--- config.mk ---
export PLATFORM = sky130hd
export DESIGN_NAME = scan_ctrl
export DESIGN_NICKNAME = d
export VERILOG_FILES = /design/src/rtl/scan_ctrl.sv
export SDC_FILE = /design/constraint.sdc
export NUM_CORES = 1
export LEC_CHECK = 0
export CAP_MARGIN = 10
export CORE_UTILIZATION = 40
export CTS_BUF_LIST = sky130_fd_sc_hd__clkbuf_2 sky130_fd_sc_hd__clkbuf_4 sky130_fd_sc_hd__clkbuf_8
export DETAILED_ROUTE_END_ITERATION = 12
export HOLD_SLACK_MARGIN = 0.03
export PLACE_DENSITY_LB_ADDON = 0.2
export SLEW_MARGIN = 20
export SYNTH_ARGS = -nofsm -noshare
export SYNTH_HDL_FRONTEND = slang
export SYNTH_SLANG_ARGS = --single-unit
--- constraint.sdc ---
create_clock -name clk -period 1.5 [get_ports clk]
set_input_delay 0.375 -clock clk [delete_from_list [all_inputs] [get_ports clk]]
set_output_delay 0.375 -clock clk [all_outputs]
set_load 0.01 [all_outputs]
--- src/rtl/scan_ctrl.sv ---
// scan_ctrl: two-requester table search engine.
// Accepts one search at a time (round-robin between req0/req1), streams
// table reads from entry 0 upward, and reports the first entry whose value
// field equals the latched key, or a miss after the last entry.
module scan_ctrl #(
  parameter int unsigned DEPTH = 9,
  parameter int unsigned W     = 8
) (
  input  logic           clk,
  input  logic           rst,
  input  logic           req0,
  input  logic [W-1:0]   key0,
  input  logic           req1,
  input  logic [W-1:0]   key1,
  output logic           rd_en,
  output logic [3:0]     rd_addr,
  input  logic [3*W-1:0] rd_data,
  output logic           busy,
  output logic           done,
  output logic           owner,
  output logic           found,
  output logic [W-1:0]   i1,
  output logic [W-1:0]   i2,
  output logic [W-1:0]   value
);

  typedef enum logic [1:0] {IDLE, SCAN, DONE} state_t;

  localparam logic [3:0] LAST = 4'(DEPTH - 1);

  state_t       state_q,   state_d;
  logic [W-1:0] key_q,     key_d;
  logic         cur_q,     cur_d;      // requester being served
  logic         prio1_q,   prio1_d;    // 1: req1 wins a tie
  logic         rd_en_q,   rd_en_d;
  logic [3:0]   rd_addr_q, rd_addr_d;
  logic         vld_q,     vld_d;      // rd_data carries entry cmp_idx_q this cycle
  logic [3:0]   cmp_idx_q, cmp_idx_d;
  logic         busy_q,    busy_d;
  logic         done_q,    done_d;
  logic         owner_q,   owner_d;
  logic         found_q,   found_d;
  logic [W-1:0] i1_q,      i1_d;
  logic [W-1:0] i2_q,      i2_d;
  logic [W-1:0] value_q,   value_d;

  logic         arb_prio;
  logic         pick;
  logic         match;

  assign rd_en   = rd_en_q;
  assign rd_addr = rd_addr_q;
  assign busy    = busy_q;
  assign done    = done_q;
  assign owner   = owner_q;
  assign found   = found_q;
  assign i1      = i1_q;
  assign i2      = i2_q;
  assign value   = value_q;

  // Arbitration and comparison. In DONE the pointer update is applied to the
  // tie-break immediately so a back-to-back acceptance already sees it.
  always_comb begin
    arb_prio = (state_q == DONE) ? ~owner_q : prio1_q;
    pick     = (req0 && req1) ? arb_prio : req1;
    match    = vld_q && (rd_data[3*W-1:2*W] == key_q);
  end

  // Next-state and next-output computation for the search FSM.
  always_comb begin
    state_d   = state_q;
    key_d     = key_q;
    cur_d     = cur_q;
    prio1_d   = prio1_q;
    rd_en_d   = rd_en_q;
    rd_addr_d = rd_addr_q;
    vld_d     = vld_q;
    cmp_idx_d = cmp_idx_q;
    busy_d    = busy_q;
    done_d    = 1'b0;
    owner_d   = owner_q;
    found_d   = found_q;
    i1_d      = i1_q;
    i2_d      = i2_q;
    value_d   = value_q;

    case (state_q)
      IDLE, DONE: begin
        if (state_q == DONE) prio1_d = ~owner_q;
        state_d   = IDLE;
        busy_d    = 1'b0;
        rd_en_d   = 1'b0;
        rd_addr_d = '0;
        vld_d     = 1'b0;
        if (req0 || req1) begin
          state_d   = SCAN;
          busy_d    = 1'b1;
          cur_d     = pick;
          key_d     = pick ? key1 : key0;
          rd_en_d   = 1'b1;
          rd_addr_d = '0;
        end
      end

      SCAN: begin
        vld_d     = rd_en_q;
        cmp_idx_d = rd_addr_q;
        if (rd_en_q) begin
          if (rd_addr_q == LAST) begin
            rd_en_d   = 1'b0;
            rd_addr_d = '0;
          end else begin
            rd_addr_d = rd_addr_q + 4'd1;
          end
        end
        if (match || (vld_q && cmp_idx_q == LAST)) begin
          state_d   = DONE;
          done_d    = 1'b1;
          owner_d   = cur_q;
          found_d   = match;
          i1_d      = match ? rd_data[W-1:0]     : '0;
          i2_d      = match ? rd_data[2*W-1:W]   : '0;
          value_d   = match ? rd_data[3*W-1:2*W] : '0;
          rd_en_d   = 1'b0;
          rd_addr_d = '0;
          vld_d     = 1'b0;
        end
      end

      default: state_d = IDLE;
    endcase
  end

  // State and registered outputs; synchronous reset clears everything.
  always_ff @(posedge clk) begin
    if (rst) begin
      state_q   <= IDLE;
      key_q     <= '0;
      cur_q     <= 1'b0;
      prio1_q   <= 1'b0;
      rd_en_q   <= 1'b0;
      rd_addr_q <= '0;
      vld_q     <= 1'b0;
      cmp_idx_q <= '0;
      busy_q    <= 1'b0;
      done_q    <= 1'b0;
      owner_q   <= 1'b0;
      found_q   <= 1'b0;
      i1_q      <= '0;
      i2_q      <= '0;
      value_q   <= '0;
    end else begin
      state_q   <= state_d;
      key_q     <= key_d;
      cur_q     <= cur_d;
      prio1_q   <= prio1_d;
      rd_en_q   <= rd_en_d;
      rd_addr_q <= rd_addr_d;
      vld_q     <= vld_d;
      cmp_idx_q <= cmp_idx_d;
      busy_q    <= busy_d;
      done_q    <= done_d;
      owner_q   <= owner_d;
      found_q   <= found_d;
      i1_q      <= i1_d;
      i2_q      <= i2_d;
      value_q   <= value_d;
    end
  end

endmodule

==> impl_metrics.env, run 1 <==
export IMPL_cts_made_buffers=5
export IMPL_io_buffers=76
export IMPL_reg2regPathDepth=6
export IMPL_powerDensity_mw_per_mm2=786
export IMPL_area_delta_synth_final_pct=64.8
export IMPL_synth_top_cell_area_share=0.503
export IMPL_startpoint_type="register"
export IMPL_syn_cell_area_mm2=0.00199
export IMPL_fin_cells=369
export IMPL_path_depth=6
export IMPL_crit_path_cell_trace="xnor2_1 -> nand3_1 -> buf_4 -> o31a_1 -> or3_4 -> a21oi_2"
export IMPL_clockRootBuffer="clkbuf_8"
export IMPL_rsz0062_at_grt="yes"
export IMPL_core_area_mm2=0.00475
export IMPL_hold_start="rd_data[21]"
export IMPL_yosys_top_cells_area="dfxtp_1 (50%), a22o_1 (11%), mux2i_1 (4.5%), xnor2_1 (4.0%), a211oi_1 (3.4%)"
export IMPL_antenna_cells=0
export IMPL_crit_start="key_q[3]"
export IMPL_setup_tns_ps=-1930
export IMPL_end_kind="register"
export IMPL_yosysSeqAreaShare=0.503
export IMPL_finalHoldViolations=0
export IMPL_drtPass1Iterations=4
export IMPL_path_max_fanout=2
export IMPL_cpMaxStageDelayCell="or3_4"
export IMPL_power_leakage_nw=1.48
export IMPL_wire_per_inst_um=13.7
export IMPL_final_setup_viol_count=31
export IMPL_grt_use_total=0.204
export IMPL_vias=1835
export IMPL_period_minus_slack_ps=1660
export IMPL_rows=25
export IMPL_overflow=0
export IMPL_postSynthAreaPerCell_um2=10.1
export IMPL_synth_warnings=0
export IMPL_io_pins=77
export IMPL_ys_types=35
export IMPL_reg2reg_from="key_q[3]"
export IMPL_critPathTopFamily="compound AO/OA/AOI/OAI gates"
export IMPL_worstSkewPairLatency_ps=310
export IMPL_fin_nets=347
export IMPL_die_h_um=72.5
export IMPL_drv_cap=0
export IMPL_status="finished with violations"
export IMPL_final_cell_mix="dfxtp_1 (41), dlygate4sd2_1 (39), clkdlybuf4s50_1 (35)"
export IMPL_antenna_found_initial=0
export IMPL_ant_nets=0
export IMPL_layout_commonest_cell="dfxtp_1"
export IMPL_cts_clk_slew_worst_paths_ps=90
export IMPL_final_max_slew_viol_count=0
export IMPL_die_area_mm2=0.00526
export IMPL_reg2reg_slack_ps=-160
export IMPL_drcViolationCount=0
export IMPL_drt_iter0_markers=54
export IMPL_synthCells=197
export IMPL_criticalPathCategory="reg2reg"
export IMPL_synth_nets=243
export IMPL_min_path_cells=2
export IMPL_max_vdd_ir_drop_uv=456
export IMPL_failed_checks="setup timing"
export IMPL_cts_max_level=2
export IMPL_synth_area_leader_cell="dfxtp_1"
export IMPL_gp_congestion=0.834
export IMPL_grt_max_degree=17
export IMPL_cts_tree="done"
export IMPL_grt_pass1_wl_mm=8.18
export IMPL_crit_buf_inv=1
export IMPL_clock_path_buffers=2
export IMPL_wl_mm=5.06
export IMPL_holdCritPathClass="in2reg"
export IMPL_fin_crit_sh=1.11
export IMPL_worst_clock_skew_ps=7.61
export IMPL_post_place_cells=353
export IMPL_hpwl_mm=3.39
export IMPL_worst_pin_slew_ps=284
export IMPL_viasPerCell=4.97
export IMPL_critPathMaxStageDelay_ps=340
export IMPL_ys_seq_elements=50
export IMPL_grt_pass1_vias=1751
export IMPL_fin_total_pwr_mw=2.58
export IMPL_fmaxAchievable_mhz=601
export IMPL_clock_sinks=50
export IMPL_cp_arrival_ps=1890
export IMPL_die_w_um=72.5
export IMPL_worst_ep_required_time_ps=1730
export IMPL_setup_slack_ps=-164
export IMPL_layout_drive_gt1_share=0.242
export IMPL_floorplan_initialDensity=0.419
export IMPL_relSlewSlack=0.810
final timing paths:
check,end
min reg2reg,i2[5]
max,owner
min,value[5]
max reg2reg,owner
where the power goes:
| part | total, mW | internal, mW | leakage [nW] | switching, mW |
|---|---|---|---|---|
| clock network | 0.781 | 0.328 | 0.0441 | 0.452 |
| logic | 0.404 | 0.241 | 1.02 | 0.163 |
| registers | 1.39 | 1.36 | 0.409 | 0.0300 |
cells in the mapped netlist:
library cell,count
a21o_1,2
nand2b_1,4
nor2b_1,3
clkinv_1,2
o21ai_0,1
xnor2_1,9
o21a_1,1
buf_2,3
buf_6,3
nand2_1,13
a22o_1,25
dfxtp_1,50
or3_1,1
ha_1,2
o31a_1,2
and2_0,1
nor2_1,16
nor3_2,1
a211oi_1,9
nand3_1,2
nor4b_2,1
a32o_1,3
inv_1,5
nor3b_4,1
o21ai_1,3
mux2i_1,9
nor3_1,3
nand4_1,1
and2_1,1
a21oi_1,8
clkbuf_1,8
nor3b_1,1
or4_1,1
a31oi_1,1
o22ai_1,1
state kept, by name (all words and copies together), names as in the netlist:
signal,flops
cmp_idx_q,4
busy,1
done,1
rd_en,1
found,1
cur_q,1
vld_q,1
i2,8
owner,1
rd_addr,4
state_q,2
key_q,8
value,8
i1,8
prio1_q,1
routing by layer:
layer,track usage,vias up,routed length (um)
met5,0,-,0
met4,0.0719,0,51
met3,0.0569,5,219
met2,0.335,43,2570
met1,0.257,874,2220
li1,-,913,-
logic make-up after synthesis:
kind of cell	count (synthesis)	synth area share
AO/OA/AOI/OAI	56	0.216
AND/OR/NAND/NOR	50	0.131
buffers and inverters	21	0.0528
multiplexers	9	0.0453
XOR/XNOR	9	0.0396
adder cells (fa/ha/maj)	2	0.0126
flip-flops	50	0.503
layout make-up:
class / count / area, um2
multi-input cells: 126 / 992
clock inverters: 3 / 21.3
flip-flops and latches: 50 / 1010
well taps: 67 / 83.8
fillers: 393 / 1470
inverters: 7 / 26.3
repair buffers: 111 / 1080
clock buffers: 5 / 68.8
stage by stage:
| step | cell area, um2 | util | worst slack (ps) | hold slack, ps |
|---|---|---|---|---|
| detailed placement | 3010 | 0.632 | -644 | 462 |
| global route | 3280 | 0.690 | -238 | 463 |
| CTS | 3200 | 0.673 | -104 | 446 |
| global placement | 3010 | 0.632 | -603 | 434 |
| floorplan | 2020 | - | -102 | 446 |
| finish | 3280 | 0.690 | -164 | 450 |
what timing repair did:
item,in CTS,in global routing
resized for setup,63,16
hold endpoints to repair,0,0
pin swaps,8,24
endpoints found under the setup margin,68,43
buffers inserted,5,0
hold buffers,0,0
gates cloned,2,2
No activity file was read; power rests on OpenSTA's default activity.
==> run 2: changes to the inputs <==
--- a/config.mk
+++ b/config.mk
@@ -5,9 +5,8 @@
 export SDC_FILE = /design/constraint.sdc
 export NUM_CORES = 1
 export LEC_CHECK = 0
-export CAP_MARGIN = 10
 export CORE_UTILIZATION = 40
-export CTS_BUF_LIST = sky130_fd_sc_hd__clkbuf_2 sky130_fd_sc_hd__clkbuf_4 sky130_fd_sc_hd__clkbuf_8
+export CTS_BUF_LIST = sky130_fd_sc_hd__clkbuf_8
 export DETAILED_ROUTE_END_ITERATION = 12
 export HOLD_SLACK_MARGIN = 0.03
 export PLACE_DENSITY_LB_ADDON = 0.2
==> results of run 2 <==
The final DEF is identical to that of run 1; final timing and power are the same.
==> run 3: changes to the inputs <==
--- a/config.mk
+++ b/config.mk
@@ -5,6 +5,7 @@
 export SDC_FILE = /design/constraint.sdc
 export NUM_CORES = 1
 export LEC_CHECK = 0
+export ABC_CLOCK_PERIOD_IN_PS = 1410
 export CORE_UTILIZATION = 40
 export CTS_BUF_LIST = sky130_fd_sc_hd__clkbuf_8
 export DETAILED_ROUTE_END_ITERATION = 12
==> constraint.sdc (replaced) <==
create_clock -name clk -period 1.41 [get_ports clk]
set_input_delay 0.3525 -clock clk [delete_from_list [all_inputs] [get_ports clk]]
set_output_delay 0.3525 -clock clk [all_outputs]
set_load 0.01 [all_outputs]
==> impl_metrics.env, run 3 (synthesized netlist as in run 1, its figures left out) <==
export IMPL_status="finished with violations"
export IMPL_failed_checks="setup timing"
export IMPL_met3_usage=0.0444
export IMPL_holdCritPathClass="in2reg"
export IMPL_crit_path_cell_trace="xnor2_2 -> nand4_1 -> buf_4 -> o31a_1 -> or3_4 -> a21oi_2"
export IMPL_gp_congestion=0.775
export IMPL_fin_cells=370
export IMPL_final_setup_viol_count=36
export IMPL_die_h_um=72.5
export IMPL_drv_cap=0
export IMPL_wl_mm=4.77
export IMPL_p_sw_mw=0.683
export IMPL_period_minus_slack_ps=1600
export IMPL_use_met2=0.341
export IMPL_overflow=0
export IMPL_setup_tns_ps=-3520
export IMPL_fin_total_pwr_mw=2.74
export IMPL_clock_path_buffers=2
export IMPL_drt_iter0_markers=62
export IMPL_rsz0062_at_grt="yes"
export IMPL_io_buffers=76
export IMPL_wire_per_inst_um=12.9
export IMPL_whs_endpoint="value[1]"
export IMPL_critPathMaxStageDelay_ps=350
export IMPL_fmaxAchievable_mhz=624
export IMPL_setup_slack_ps=-193
export IMPL_relSlewSlack=0.793
export IMPL_viasPerCell=4.87
export IMPL_use_met1=0.242
export IMPL_busiest_layer="met2"
export IMPL_cts_made_buffers=5
export IMPL_core_area_mm2=0.00475
export IMPL_area_delta_synth_final_pct=62.8
export IMPL_layout_commonest_cell="dfxtp_1"
export IMPL_switching_share=0.249
export IMPL_worst_clock_skew_ps=6.89
export IMPL_antenna_cells=0
export IMPL_cts_hold_buf=0
export IMPL_die_area_mm2=0.00526
export IMPL_grt_use_total=0.198
export IMPL_worstSkewPairLatency_ps=310
export IMPL_cp_arrival_ps=1840
export IMPL_grt_pass1_wl_mm=7.94
export IMPL_final_cell_mix="dfxtp_1 (42), dlygate4sd2_1 (41), clkdlybuf4s50_1 (35)"
export IMPL_layout_drive_gt1_share=0.231
export IMPL_sequentialPowerShare=0.540
export IMPL_clkPwrFrac=0.304
export IMPL_criticalPathCategory="reg2reg"
export IMPL_end_kind="register"
export IMPL_vias=1801
export IMPL_hold_start="rd_data[17]"
export IMPL_reg2reg_to="owner"
export IMPL_die_w_um=72.5
export IMPL_startpoint_type="register"
export IMPL_cts_tree="done"
export IMPL_reg2reg_slack_ps=-190
export IMPL_fin_nets=348
export IMPL_finalHoldViolations=0
export IMPL_drtPass1Iterations=4
export IMPL_fin_crit_sh=1.14
export IMPL_post_place_cells=352
export IMPL_max_vdd_ir_drop_uv=597
export IMPL_antenna_found_initial=0
export IMPL_path_max_fanout=2
export IMPL_place_ws_ps=-726
export IMPL_power_leakage_nw=1.48
export IMPL_cts_clk_slew_worst_paths_ps=90
export IMPL_clock_sinks=50
export IMPL_cts_max_level=2
export IMPL_io_pins=77
export IMPL_powerDensity_mw_per_mm2=847
export IMPL_cpMaxStageDelayCell="dfxtp_2"
export IMPL_ant_nets=0
export IMPL_floorplan_initialDensity=0.419
export IMPL_reg2reg_from="key_q[5]"
export IMPL_grt_max_degree=21
export IMPL_min_path_cells=2
export IMPL_holdWs_ps=433
export IMPL_drcViolationCount=0
export IMPL_p_int_mw=2.06
export IMPL_hpwl_mm=3.35
export IMPL_combinationalPowerShare=0.156
export IMPL_final_max_slew_viol_count=0
export IMPL_reg2regPathDepth=6
export IMPL_grt_pass1_vias=1708
export IMPL_worst_ep_required_time_ps=1650
export IMPL_rows=25
export IMPL_clockRootBuffer="clkbuf_8"
export IMPL_worst_pin_slew_ps=311
==> run 3: cell count changes in the layout (fill, tap and decap cells not counted), sizes merged <==
cell,before,now
clkdlybuf4s15,2,0
dlygate4sd2,39,41
clkbuf,7,6
buf,33,35
==> run 3: area by class of cell <==
type                       count  area (um2)
inverter                       7        26.3
multi-input combinational    126         985
fill                         397        1510
sequential                    50        1010
clock buffer                   5        68.8
timing repair buffer         112        1040
tap                           67        83.8
clock inverter                 3        21.3
==> run 3: power groups by stage <==
stage	Sequential (mW)	Clock, mW	Combinational, mW
global placement	1.52	0	0.384
detailed placement	1.52	0	0.388
global route	1.49	0.914	0.472
finish	1.48	0.833	0.428
floorplan	1.51	0	0.183
CTS	1.48	0.846	0.410
==> run 3: metal layers <==
layer	vias to the layer above	part of all wire
met3	8	0.040
met1	833	0.44
met5	-	0
met2	45	0.50
li1	915	-
met4	0	0.013
==> run 3: worst max-delay path by stage <==
stage	from	to	slack [ps]	cells past startpoint
floorplan	rd_data[16]	rd_addr[2]	-170	7
global placement	rd_data[18]	i1[0]	-680	7
detailed placement	rd_data[21]	value[5]	-730	7
CTS	key_q[0]	owner	-160	6
global route	key_q[5]	owner	-300	6
finish	key_q[5]	owner	-190	6
==> run 3: what timing repair did <==
action	4_1_cts	5_1_grt
buffers inserted	6	2
pin swaps	22	25
resized for setup	65	10
cloned	3	1
endpoints found under the setup margin	76	44
==> run 3: per-stage QoR <==
stage | cell area (um2) | utilization
after CTS | 3200 | 0.674
final | 3240 | 0.682
after detailed placement | 3000 | 0.631
after global routing | 3240 | 0.682
after global placement | 3000 | 0.631
after floorplan | 2030 | -
==> run 3: worst max-delay path, delay by kind of cell (launching register included) <==
kind / cells / cell delay (ps)
AO/OA/AOI/OAI: 2 / 400
buffers and inverters: 1 / 170
AND/OR/NAND/NOR: 2 / 490
flip-flops: 1 / 350
XOR/XNOR: 1 / 140
